## src/rtl/led_pkg.sv

```systemverilog
// rtl/led_pkg.sv - shared mode encodings and LED width for the LED sequencer
// Purpose: one place for the LED width, the mode enum and the mode-advance order.
// Ports: none (package).
package led_pkg;

    localparam int LED_W = 5;

    typedef enum logic [1:0] {
        MODE_UP     = 2'd0,
        MODE_DOWN   = 2'd1,
        MODE_BOUNCE = 2'd2,
        MODE_HOLD   = 2'd3
    } mode_t;

    // A press advances UP -> DOWN -> BOUNCE -> HOLD -> UP.
    function automatic mode_t next_mode(input mode_t m);
        case (m)
            MODE_UP:     return MODE_DOWN;
            MODE_DOWN:   return MODE_BOUNCE;
            MODE_BOUNCE: return MODE_HOLD;
            default:     return MODE_UP;
        endcase
    endfunction

endpackage

```

## src/rtl/led_debounce.sv

```systemverilog
// rtl/led_debounce.sv - button synchronizer, debouncer and rising-edge press detector
// Purpose: turns a raw asynchronous button into a single-cycle press pulse.
// Ports: clk   - clock
//        rst   - asynchronous active-high reset
//        din   - raw button, active-high
//        press - one-cycle pulse on each accepted 0->1 change
module led_debounce #(
    parameter int DEBOUNCE = 120000
) (
    input  logic clk,
    input  logic rst,
    input  logic din,
    output logic press
);

    localparam int CW = $clog2(DEBOUNCE + 1);

    logic          sync1;
    logic          sync2;
    logic          level;
    logic [CW-1:0] cnt;

    // The counter runs only while the synced input disagrees with the accepted
    // level; the DEBOUNCE-th disagreeing cycle commits the new level. press is
    // registered alongside the level so it rises on the same edge.
    always_ff @(posedge clk or posedge rst) begin
        if (rst) begin
            sync1 <= 1'b0;
            sync2 <= 1'b0;
            level <= 1'b0;
            cnt   <= '0;
            press <= 1'b0;
        end else begin
            sync1 <= din;
            sync2 <= sync1;
            press <= 1'b0;
            if (sync2 != level) begin
                if (cnt == CW'(DEBOUNCE - 1)) begin
                    level <= sync2;
                    cnt   <= '0;
                    press <= sync2;
                end else begin
                    cnt <= cnt + CW'(1);
                end
            end else begin
                cnt <= '0;
            end
        end
    end

endmodule

```

## src/rtl/led_sequencer.sv

```systemverilog
// rtl/led_sequencer.sv - button-driven LED pattern sequencer with prescaled stepping
// Purpose: prescaler, mode FSM and LED datapath; button handling is in led_debounce.
// Ports: clk  - clock
//        rst  - asynchronous active-high reset
//        btn  - raw push-button, active-high
//        led  - registered LED pattern
//        mode - current mode (0 UP, 1 DOWN, 2 BOUNCE, 3 HOLD)
//        tick - one-cycle step strobe
module led_sequencer
    import led_pkg::*;
#(
    parameter int PRESCALE = 1500000,
    parameter int DEBOUNCE = 120000
) (
    input  logic             clk,
    input  logic             rst,
    input  logic             btn,
    output logic [LED_W-1:0] led,
    output logic [1:0]       mode,
    output logic             tick
);

    localparam int PW = $clog2(PRESCALE + 1);

    mode_t         state;
    logic          dir_left;
    logic          press;
    logic [PW-1:0] pcnt;

    assign mode = state;

    led_debounce #(
        .DEBOUNCE(DEBOUNCE)
    ) u_debounce (
        .clk   (clk),
        .rst   (rst),
        .din   (btn),
        .press (press)
    );

    // tick is registered, so the step it requests is applied on the edge
    // where tick is seen high. A press on that same edge restarts the
    // prescaler and takes precedence, discarding the pending step.
    always_ff @(posedge clk or posedge rst) begin
        if (rst) begin
            pcnt     <= '0;
            tick     <= 1'b0;
            led      <= '0;
            state    <= MODE_UP;
            dir_left <= 1'b1;
        end else if (press) begin
            pcnt  <= '0;
            tick  <= 1'b0;
            state <= next_mode(state);
            case (next_mode(state))
                MODE_UP:   led <= '0;
                MODE_DOWN: led <= '1;
                MODE_BOUNCE: begin
                    led      <= LED_W'(1);
                    dir_left <= 1'b1;
                end
                default: ;
            endcase
        end else begin
            if (pcnt == PW'(PRESCALE - 1)) begin
                pcnt <= '0;
                tick <= 1'b1;
            end else begin
                pcnt <= pcnt + PW'(1);
                tick <= 1'b0;
            end
            if (tick) begin
                case (state)
                    MODE_UP:   led <= led + LED_W'(1);
                    MODE_DOWN: led <= led - LED_W'(1);
                    MODE_BOUNCE: begin
                        // Reverse at either end so the bit never falls off.
                        if (led[LED_W-1]) begin
                            led      <= led >> 1;
                            dir_left <= 1'b0;
                        end else if (led[0]) begin
                            led      <= led << 1;
                            dir_left <= 1'b1;
                        end else if (dir_left) begin
                            led <= led << 1;
                        end else begin
                            led <= led >> 1;
                        end
                    end
                    default: ;
                endcase
            end
        end
    end

endmodule

```

## config.mk

```make
export PLATFORM = sky130hd
export DESIGN_NAME = led_sequencer
export DESIGN_NICKNAME = d
export VERILOG_FILES = /design/src/rtl/led_pkg.sv /design/src/rtl/led_debounce.sv /design/src/rtl/led_sequencer.sv
export SDC_FILE = /design/constraint.sdc
export NUM_CORES = 1
export LEC_CHECK = 0
export CAP_MARGIN = 20
export CORE_ASPECT_RATIO = 1.25
export CORE_MARGIN = 1
export CORE_UTILIZATION = 55
export CTS_BUF_LIST = sky130_fd_sc_hd__clkbuf_8
export DETAILED_ROUTE_END_ITERATION = 12
export GPL_TIMING_DRIVEN = 0
export PLACE_DENSITY = 0.73
export SYNTH_ARGS = -nofsm -noshare
export SYNTH_HDL_FRONTEND = slang
export SYNTH_SLANG_ARGS = --single-unit
```

## constraint.sdc

```tcl
create_clock -name clk -period 6.5 [get_ports clk]
set_clock_uncertainty 0.1 [all_clocks]
set_input_delay 1.95 -clock clk [delete_from_list [all_inputs] [get_ports clk]]
set_output_delay 1.95 -clock clk [all_outputs]
set_load 0.01 [all_outputs]
```

== Word level (Yosys, flattened, before mapping) ==
Index checks and enable logic that the tools add are counted.

* Bitwise operators: 0
* Add/sub/neg operators: 4
* Shifts and indexed selects: 0
* Mux-type cells: 23
* Equality and inequality tests: 9
* Reductions and logical operators: 9
* Order comparisons: 0
* Multipliers: 0
* Divide/modulo/power cells: 0

{| class="wikitable"
|+ Operators by type and width
! kind !! number
|-
| 21-bit two-way mux || 2
|-
| 17-bit two-way mux || 2
|-
| 5-bit one-hot mux with 3 select lines || 2
|-
| 5-bit two-way mux || 5
|-
| 21-bit by 1-bit adder with 21-bit output (second input constant) || 1
|-
| 21-bit equality test (second input constant) || 1
|-
| 17-bit by 1-bit adder with 17-bit output (second input constant) || 1
|-
| 17-bit equality test (second input constant) || 1
|-
| 1-bit two-way mux || 10
|-
| 2-bit one-hot mux with 3 select lines || 1
|-
| 5-bit by 1-bit adder with 5-bit output (second input constant) || 1
|-
| 5-bit by 1-bit subtractor with 5-bit output (second input constant) || 1
|-
| 2-bit by 1-bit equality test with 1-bit output (second input constant) || 2
|-
| 2-bit equality test (second input constant) || 2
|-
| 2-bit zero test || 2
|-
| 4-bit != test (second input constant) || 1
|-
| 4-bit AND reduction || 1
|-
| 2-bit nonzero test || 2
|-
| 4-bit nonzero test || 1
|-
| 3-bit AND reduction || 1
|-
| 3-bit nonzero test || 1
|-
| 2-bit two-way mux || 1
|-
| 2-bit != test (second input constant) || 1
|-
| 2-bit AND reduction || 1
|-
| 1-bit != test || 1
|}

* Bits in writable memories: 0
* Input bits: 3
* Logic and storage cells: 55
* Memories: 0
* ROM bits: 0
* Bits in latches: 0
* Register bits after elaboration: 51
* Output and inout port bits: 8

== Depth between registers and ports, before layout ==
Gate-level depths: netlist of run 1.

* Word-level depth: 6
* Depth in mapped cells: 9
* Mapped depth without buffers: 8

== Hierarchy ==
From an unflattened synthesis of run 1, not the netlist that was laid out.

* Cell total of the unflattened synthesis: 289
* Area total of the unflattened synthesis: 2,798.9 um^2

{| class="wikitable"
|+ Modules (own cells, without submodules)
! module !! instances !! area each (um^2) !! sequential area each (um^2) !! cells an instance
|-
| led_sequencer || 1 || 1,816.7 || 752.0 || 195
|-
| led_debounce || 1 || 982.2 || 525.5 || 94
|}

== Worst setup path before layout of run 1 ==
OpenSTA, ideal clock, no wires.

* Path kind: flip-flop to output port
* From: reg led[4]
* To: out led[4]
* Slack: 4,008 ps
* Buffers on the path: 0
* Stages on the path, launching flop included: 1
* Arrival: 442 ps
* Data required time: 4,450 ps
* Path through: dfrtp_1

{| class="wikitable"
|+ RTL lines
! item !! RTL line !! text
|-
| start, declared || led_sequencer.sv:18 || <nowiki>output logic [LED_W-1:0] led,</nowiki>
|-
| start signal, assigned || led_sequencer.sv:74 || <nowiki>MODE_UP: led <= led + LED_W'(1);</nowiki>
|-
| start signal, assigned || led_sequencer.sv:75 || <nowiki>MODE_DOWN: led <= led - LED_W'(1);</nowiki>
|-
| start signal, assigned || led_sequencer.sv:79 || <nowiki>led <= led >> 1;</nowiki>
|}

No word-level cell between the ends.

== Worst setup path after layout of run 1 ==
* From: reg led[4]
* To: out led[4]

No word-level cell between the ends.

==> summary.md, run 1 <==
| Metric | Value |
|---|---|
| Final setup viols | `0` |
| Pleak | `1.259 nW` |
| Die Span Y | `81.55 um` |
| DR vias/cell | `5.834` |
| Clk root buf | `clkbuf_8` |
| CP startpoint | `led[4]` |
| Gr usage total | `22.69%` |
| Crit end category | `output port` |
| Outcome | `complete, no violations` |
| Tcrit/Tclk final | `53.18%` |
| CTS tree | `yes` |
| WL/cell | `14.14 um` |
| Clock network power share | `38.8%` |
| Post-Syn Area | `2784 sq um` |
| P per Cell Area | `178.0 nW/um^2` |
| FP Rows | `28` |
| Initial antenna violation count | `0` |
| Clk_lat worst skew | `0.30 ns` |
| Pre-antenna DRT Iters | `4` |
| Top_reg_cell synth | `dfrtp_1` |
| Crit start category | `register` |
| Highest Clock Rate | `289.3 MHz` |
| Nets | `330` |
| Share of cells above drive strength 1 | `6.250%` |
| Area grow syn2layout | `10.70%` |
| Post-synthesis sequential area ratio | `45.89%` |
| Worst-margin pin slew | `0.4829 ns` |
| Setup CP Type | `register to output port` |
| DRC | `0` |
| Post-synth cell types | `52` |
| CP max-delay cell | `clkdlybuf4s50_1` |
| Largest net degree at the start of global routing | `44` |
| HPWL after detailed placement | `3864 um` |
| Final hold slack | `0.2582 ns` |
| Crit path to | `led[4]` |
| Ys Warns | `0` |
| Worst-path clk slew | `0.09 ns` |
| Internal reg-to-reg setup slack | `4.13 ns` |
| Post-Place Setup Slack | `3.373 ns` |
| Sink Count | `51` |
| Crit path max-delay family | `buffers and inverters` |
| Largest stage delay, worst path | `0.59 ns` |
| Post-Place Cells | `373` |
| I/O Pins | `11` |
| Setup WS post-layout | `3.043 ns` |
| Post-synth EDFFs | `0` |
| Max clock buf depth | `2` |
| Reg2Reg Depth | `6` |
| Critical path buffers and inverters | `1` |
| Most common cell after layout, fill and taps aside | `dfrtp_1` |
| Post-Syn Instances | `302` |
| Sw power | `0.1135 mW` |
| Chip Width | `65.64 um` |
| CTS HTree Levels | `2` |
| Initial drt markers | `159` |
| # Max-Cap Violations | `0` |
| IO buf count | `10` |
| Max Slew Vio Count | `0` |
| Synth Register Bits | `51` |
| Synthesized Nets | `312` |
| R2r endpoint | `pcnt[11]` |
| CP Depth | `1` |
| Core Region | `4800 sq um` |
| Gate power share | `2.7%` |
| Final wirelength | `5373 um` |
| Vias in the first global route | `2172` |
| CTS Hold Buffers Added | `0` |
| Worst endpoint data arrival time | `1.41 ns` |
| Hold WC Path Type | `register to register` |
| Crit-path cells | `clkdlybuf4s50_1` |
| Setup TNS | `0 ns` |
| Peak supply drop | `0.1495 mV` |
| Commonest cells after routing, fill and taps aside | `50 x dfrtp_1, 37 x nor2_1, 22 x xnor2_1, 19 x nand2_1, 19 x o21ai_0` |
| Cts bufs inserted | `5` |
| Tmin final | `3.457 ns` |
| Global-route wire length before repair | `9370 um` |
| Slew Limit Headroom | `67.81%` |
| Congestion Overflow GR | `0` |
| Switch share | `20.69%` |
| Vias | `2217` |
| Antenna violation net count after detailed routing | `0` |
| Die area | `5352 sq um` |
| Worst EP required | `4.45 ns` |
| Syn_area_per_cell | `9.218 sq um` |
| Resize count post-CTS | `0` |
| Pint | `0.4351 mW` |
| Asr flop ratio synth | `100.0%` |
| Worst flop-to-flop path startpoint | `pcnt[0]` |
| RSZ-0062 raised after global routing | `no` |
| RD Place Congestion | `0.8250` |
| Ant. Diodes | `0` |
| Reg power frac | `58.5%` |
| CP max FO | `8` |
| Initial Utilization | `58.00%` |
| Setup Buffers After CTS | `0` |
| Non-Filler Instances | `380` |
| Final hold vios | `0` |
-- area by class of cell --
cell class | instances | area (sq um)
fillers | 409 | 1718
multi-input cells | 225 | 1406
flip-flops and latches | 51 | 1277
repair buffers | 11 | 120.1
well taps | 60 | 75.07
clock buffers | 5 | 68.82
inverters | 16 | 60.06
plain buffers | 10 | 40.04
clock inverters | 2 | 33.78
-- flip-flops by register name (all words and copies together) (netlist names) --
name              count
tick                  1
u_debounce.sync2      1
led                   5
u_debounce.press      1
u_debounce.level      1
mode                  2
pcnt                 21
u_debounce.sync1      1
dir_left              1
u_debounce.cnt       17
-- cell families (layout without fill, tap and decap cells) --
| kind of cell | count (synthesis) | after routing | synth area share [%] |
|---|---|---|---|
| buffers and inverters | 26 | 44 | 3.596 |
| AOI/OAI and AO/OA | 56 | 56 | 12.41 |
| and+or+nand+nor | 130 | 130 | 24.67 |
| xor gates and xnor gates | 29 | 29 | 9.123 |
| adders and majority gates | 7 | 7 | 3.146 |
| muxes | 3 | 3 | 1.168 |
| DFF | 51 | 51 | 45.89 |
-- metal layers --
layer | track usage, % | vias to the layer above | wire [um]
li1 | - | 1101 | -
met1 | 27.49 | 1073 | 2440
met2 | 39.29 | 37 | 2731
met3 | 3.889 | 6 | 131
met4 | 10.00 | 0 | 70
met5 | 0 | - | 0
-- Yosys cell counts (all sizes together) (8+ instances only) --
library cell / number / share of area [%]
o21ai: 20 / 3.7
nand3: 13 / 2.3
nand2: 19 / 2.6
dfrtp: 50 / 45
nor2: 37 / 5.0
xnor2: 22 / 6.9
inv: 16 / 2.2
or3: 10 / 2.3
nand4: 8 / 2.0
a21oi: 18 / 3.2
-- power groups by stage --
stage,Combinational [mW],Clock (mW),Sequential [mW]
after floorplan,0.00922,0,0.327
after global placement,0.0133,0,0.327
after detailed placement,0.0154,0,0.327
after CTS,0.0154,0.218,0.321
after global routing,0.0174,0.229,0.321
final,0.0148,0.213,0.321
-- per-stage QoR --
step	area (sq um)	total power, mW	util (%)
2_1_floorplan	2784	0.3361	-
3_3_place_gp	2959	0.3405	61.65
3_5_place_dp	2979	0.3427	62.07
4_1_cts	3082	0.5547	64.21
5_1_grt	3082	0.5680	64.21
6_report	3082	0.5486	64.21
-- how the worst min path moves through the flow --
stage | slack [ns] | to | startpoint | depth (start not counted)
4_1_cts | 0.26 | u_debounce.sync2 | u_debounce.sync1 | 0
5_1_grt | 0.28 | u_debounce.sync2 | u_debounce.sync1 | 0
2_1_floorplan | 0.23 | u_debounce.sync2 | u_debounce.sync1 | 0
3_3_place_gp | 0.24 | u_debounce.sync2 | u_debounce.sync1 | 0
6_report | 0.26 | u_debounce.sync2 | u_debounce.sync1 | 0
3_5_place_dp | 0.24 | u_debounce.sync2 | u_debounce.sync1 | 0
(Power assumes the default switching activity.)
==> inputs of run 2 (changes only) <==
--- a/config.mk
+++ b/config.mk
@@ -12,7 +12,7 @@
 export CTS_BUF_LIST = sky130_fd_sc_hd__clkbuf_8
 export DETAILED_ROUTE_END_ITERATION = 12
 export GPL_TIMING_DRIVEN = 0
-export PLACE_DENSITY = 0.73
+export PLACE_DENSITY = 0.76
 export SYNTH_ARGS = -nofsm -noshare
 export SYNTH_HDL_FRONTEND = slang
 export SYNTH_SLANG_ARGS = --single-unit
==> constraint.sdc (replaced) <==
create_clock -name clk -period 3.1 [get_ports clk]
set_clock_uncertainty 0.1 [all_clocks]
set_input_delay 0.93 -clock clk [delete_from_list [all_inputs] [get_ports clk]]
set_output_delay 0.93 -clock clk [all_outputs]
set_load 0.01 [all_outputs]
==> run 2 against run 1 <==
  * Critical path depth unchanged
  * Worst setup slack worse by 2.3 ns
  * First-iteration DRC count is 22% higher
  * Global-route usage shrank 0.68 points
  * Via count grew 0.68%
  * Critical path type unchanged
  * Highest routed layer unchanged
==> summary.md, run 2 (same netlist as run 1, synthesis figures left out) <==
| Metric | Value |
|---|---|
| Outcome | `complete, no violations` |
| Pleak | `1.257 nW (-0.22%)` |
| CP max FO | `8 (unchanged)` |
| WHS Endpoint | `u_debounce.sync2` |
| Worst flop-to-flop path startpoint | `mode[1]` |
| I/O Pins | `11 (unchanged)` |
| Final hold vios | `0 (unchanged)` |
| Congestion Overflow GR | `0 (unchanged)` |
| Switch share | `22.19% (+1.5 points)` |
| Initial antenna violation count | `0 (unchanged)` |
| Dpl cell area | `2979 sq um (unchanged)` |
| Max clock buf depth | `2 (unchanged)` |
| Pre-antenna DRT Iters | `6 (+2)` |
| CP Depth | `1 (unchanged)` |
| Initial drt markers | `194 (+22%)` |
| CTS tree | `yes` |
| Setup TNS | `0 ns (unchanged)` |
| RD Place Congestion | `0.8416 (+2.0%)` |
| Highest Clock Rate | `416.1 MHz` |
| DRC | `0 (unchanged)` |
| Tcrit/Tclk final | `77.53%` |
| RSZ-0062 raised after global routing | `no` |
| Resize count post-CTS | `0 (unchanged)` |
| Slew Limit Headroom | `66.10% (-1.7 points)` |
| Final setup viols | `0 (unchanged)` |
| Worst-margin pin slew | `0.5065 ns (+0.02358 ns)` |
| Largest net degree at the start of global routing | `42 (-4.5%)` |
| Vias in the first global route | `2121 (-2.3%)` |
| Clock network power share | `36.3% (-2.5 points)` |
| Gate power share | `2.7% (about the same)` |
| # Max-Cap Violations | `0 (unchanged)` |
| Crit-path cells | `clkdlybuf4s50_1` |
| Crit start category | `register` |
| Global-route wire length before repair | `9232 um (-1.5%)` |
| Worst-path clk slew | `0.09 ns (about the same)` |
| Pint | `0.8587 mW (+97%)` |
| Core Region | `4800 sq um (unchanged)` |
| R2r endpoint | `led[4]` |
| IO buf count | `10 (unchanged)` |
| Internal reg-to-reg setup slack | `0.71 ns (-3.42 ns)` |
| Worst EP required | `2.07 ns (-2.38 ns)` |
| Ant. Diodes | `0 (unchanged)` |
| CP max-delay cell | `clkdlybuf4s50_1` |
| Max reg flops | `21 (unchanged)` |
| Cell area after layout | `3074 sq um (-0.24%)` |
| CTS Hold Buffers Added | `0 (unchanged)` |
| Area grow syn2layout | `10.43%` |
| Gr usage total | `22.01% (-0.68 points)` |
| Post-Place Cells | `373 (unchanged)` |
| Most common cell after layout, fill and taps aside | `dfrtp_1` |
| Initial Utilization | `58.00% (unchanged)` |
| Reg2Reg Depth | `9 (+3)` |
| DR vias/cell | `5.858 (+0.41%)` |
| HPWL after detailed placement | `3836 um (-0.71%)` |
| Peak supply drop | `0.3489 mV (+130%)` |
| Nets | `330 (unchanged)` |
| Top flop regs | `pcnt (21), u_debounce.cnt (17), led (5)` |
| Crit end category | `output port` |
| Chip Width | `65.64 um (unchanged)` |
| Tmin final | `2.404 ns` |
| Max Slew Vio Count | `0 (unchanged)` |
| CTS HTree Levels | `2 (unchanged)` |
| WL/cell | `13.87 um (-1.9%)` |
| Die area | `5352 sq um (unchanged)` |
| Sw power | `0.2449 mW (+120%)` |
| Reg power frac | `61.0% (+2.5 points)` |
| Cts bufs inserted | `5 (unchanged)` |
| Largest stage delay, worst path | `0.58 ns (about the same)` |
| Setup Buffers After CTS | `0 (unchanged)` |
| FP Rows | `28 (unchanged)` |
| Commonest cells after routing, fill and taps aside | `50 x dfrtp_1, 37 x nor2_1, 22 x xnor2_1, 19 x nand2_1, 19 x o21ai_0` |
| Clk_lat worst skew | `0.30 ns (about the same)` |
| Antenna violation net count after detailed routing | `0 (unchanged)` |
| Biggest register | `pcnt` |
| Sink Count | `51 (unchanged)` |
| Setup CP Type | `register to output port` |
| Die Span Y | `81.55 um (unchanged)` |
| Non-Filler Instances | `381 (+0.26%)` |
| Crit path max-delay family | `buffers and inverters` |
| Vias | `2232 (+0.68%)` |
| Final wirelength | `5283 um (-1.7%)` |
| HP Start | `u_debounce.sync1` |
| Hold WC Path Type | `register to register` |
| Final hold slack | `0.2555 ns (-0.002706 ns)` |
| Min-Delay Path Depth | `0 (unchanged)` |
| Critical path buffers and inverters | `1 (unchanged)` |
| P per Cell Area | `359.0 nW/um^2 (+100%)` |
| Clk root buf | `clkbuf_8` |
| Worst endpoint data arrival time | `1.37 ns (-0.04 ns)` |
| Share of cells above drive strength 1 | `6.542% (+0.29 points)` |
-- run 2: how the worst max path moves through the flow --
stage,startpoint,end
global placement,rst,pcnt[9]
global route,pcnt[0],pcnt[13]
finish,led[4],led[4]
floorplan,rst,led[0]
CTS,pcnt[0],pcnt[13]
detailed placement,pcnt[0],pcnt[13]
-- run 2: per-layer routing --
metal / vias up / part of all wire [%] / global-route usage, %
li1: 1111 / - / -
met1: 1078 / 45 / 27.80
met2: 39 / 51 / 38.37
met3: 4 / 3.1 / 2.917
met4: 0 / 0.98 / 7.609
met5: - / 0 / 0
-- run 2: metrics by stage --
step,setup slack (ns),util (%),power (mW)
5_1_grt,0.5182,64.05,1.135
3_5_place_dp,0.6841,62.07,0.7174
3_3_place_gp,-0.1273,61.65,0.7136
4_1_cts,0.6701,64.05,1.114
2_1_floorplan,0.8421,-,0.7048
6_report,0.6965,64.05,1.104
-- run 2: final cells by class --
type                    count  area (sq um)
clock buffers               6         82.58
fillers                   414          1725
multi-input cells         225          1406
flip-flops and latches     51          1277
plain buffers              10         40.04
clock inverters             2         12.51
well taps                  60         75.07
inverters                  16         60.06
repair buffers             11         120.1
-- run 2: power groups by stage --
stage | clock network (mW) | registers [mW] | logic (mW)
finish | 0.401 | 0.673 | 0.0296
global route | 0.427 | 0.674 | 0.0345
CTS | 0.409 | 0.673 | 0.0311
detailed placement | 0 | 0.686 | 0.0310
global placement | 0 | 0.686 | 0.0276
floorplan | 0 | 0.685 | 0.0193
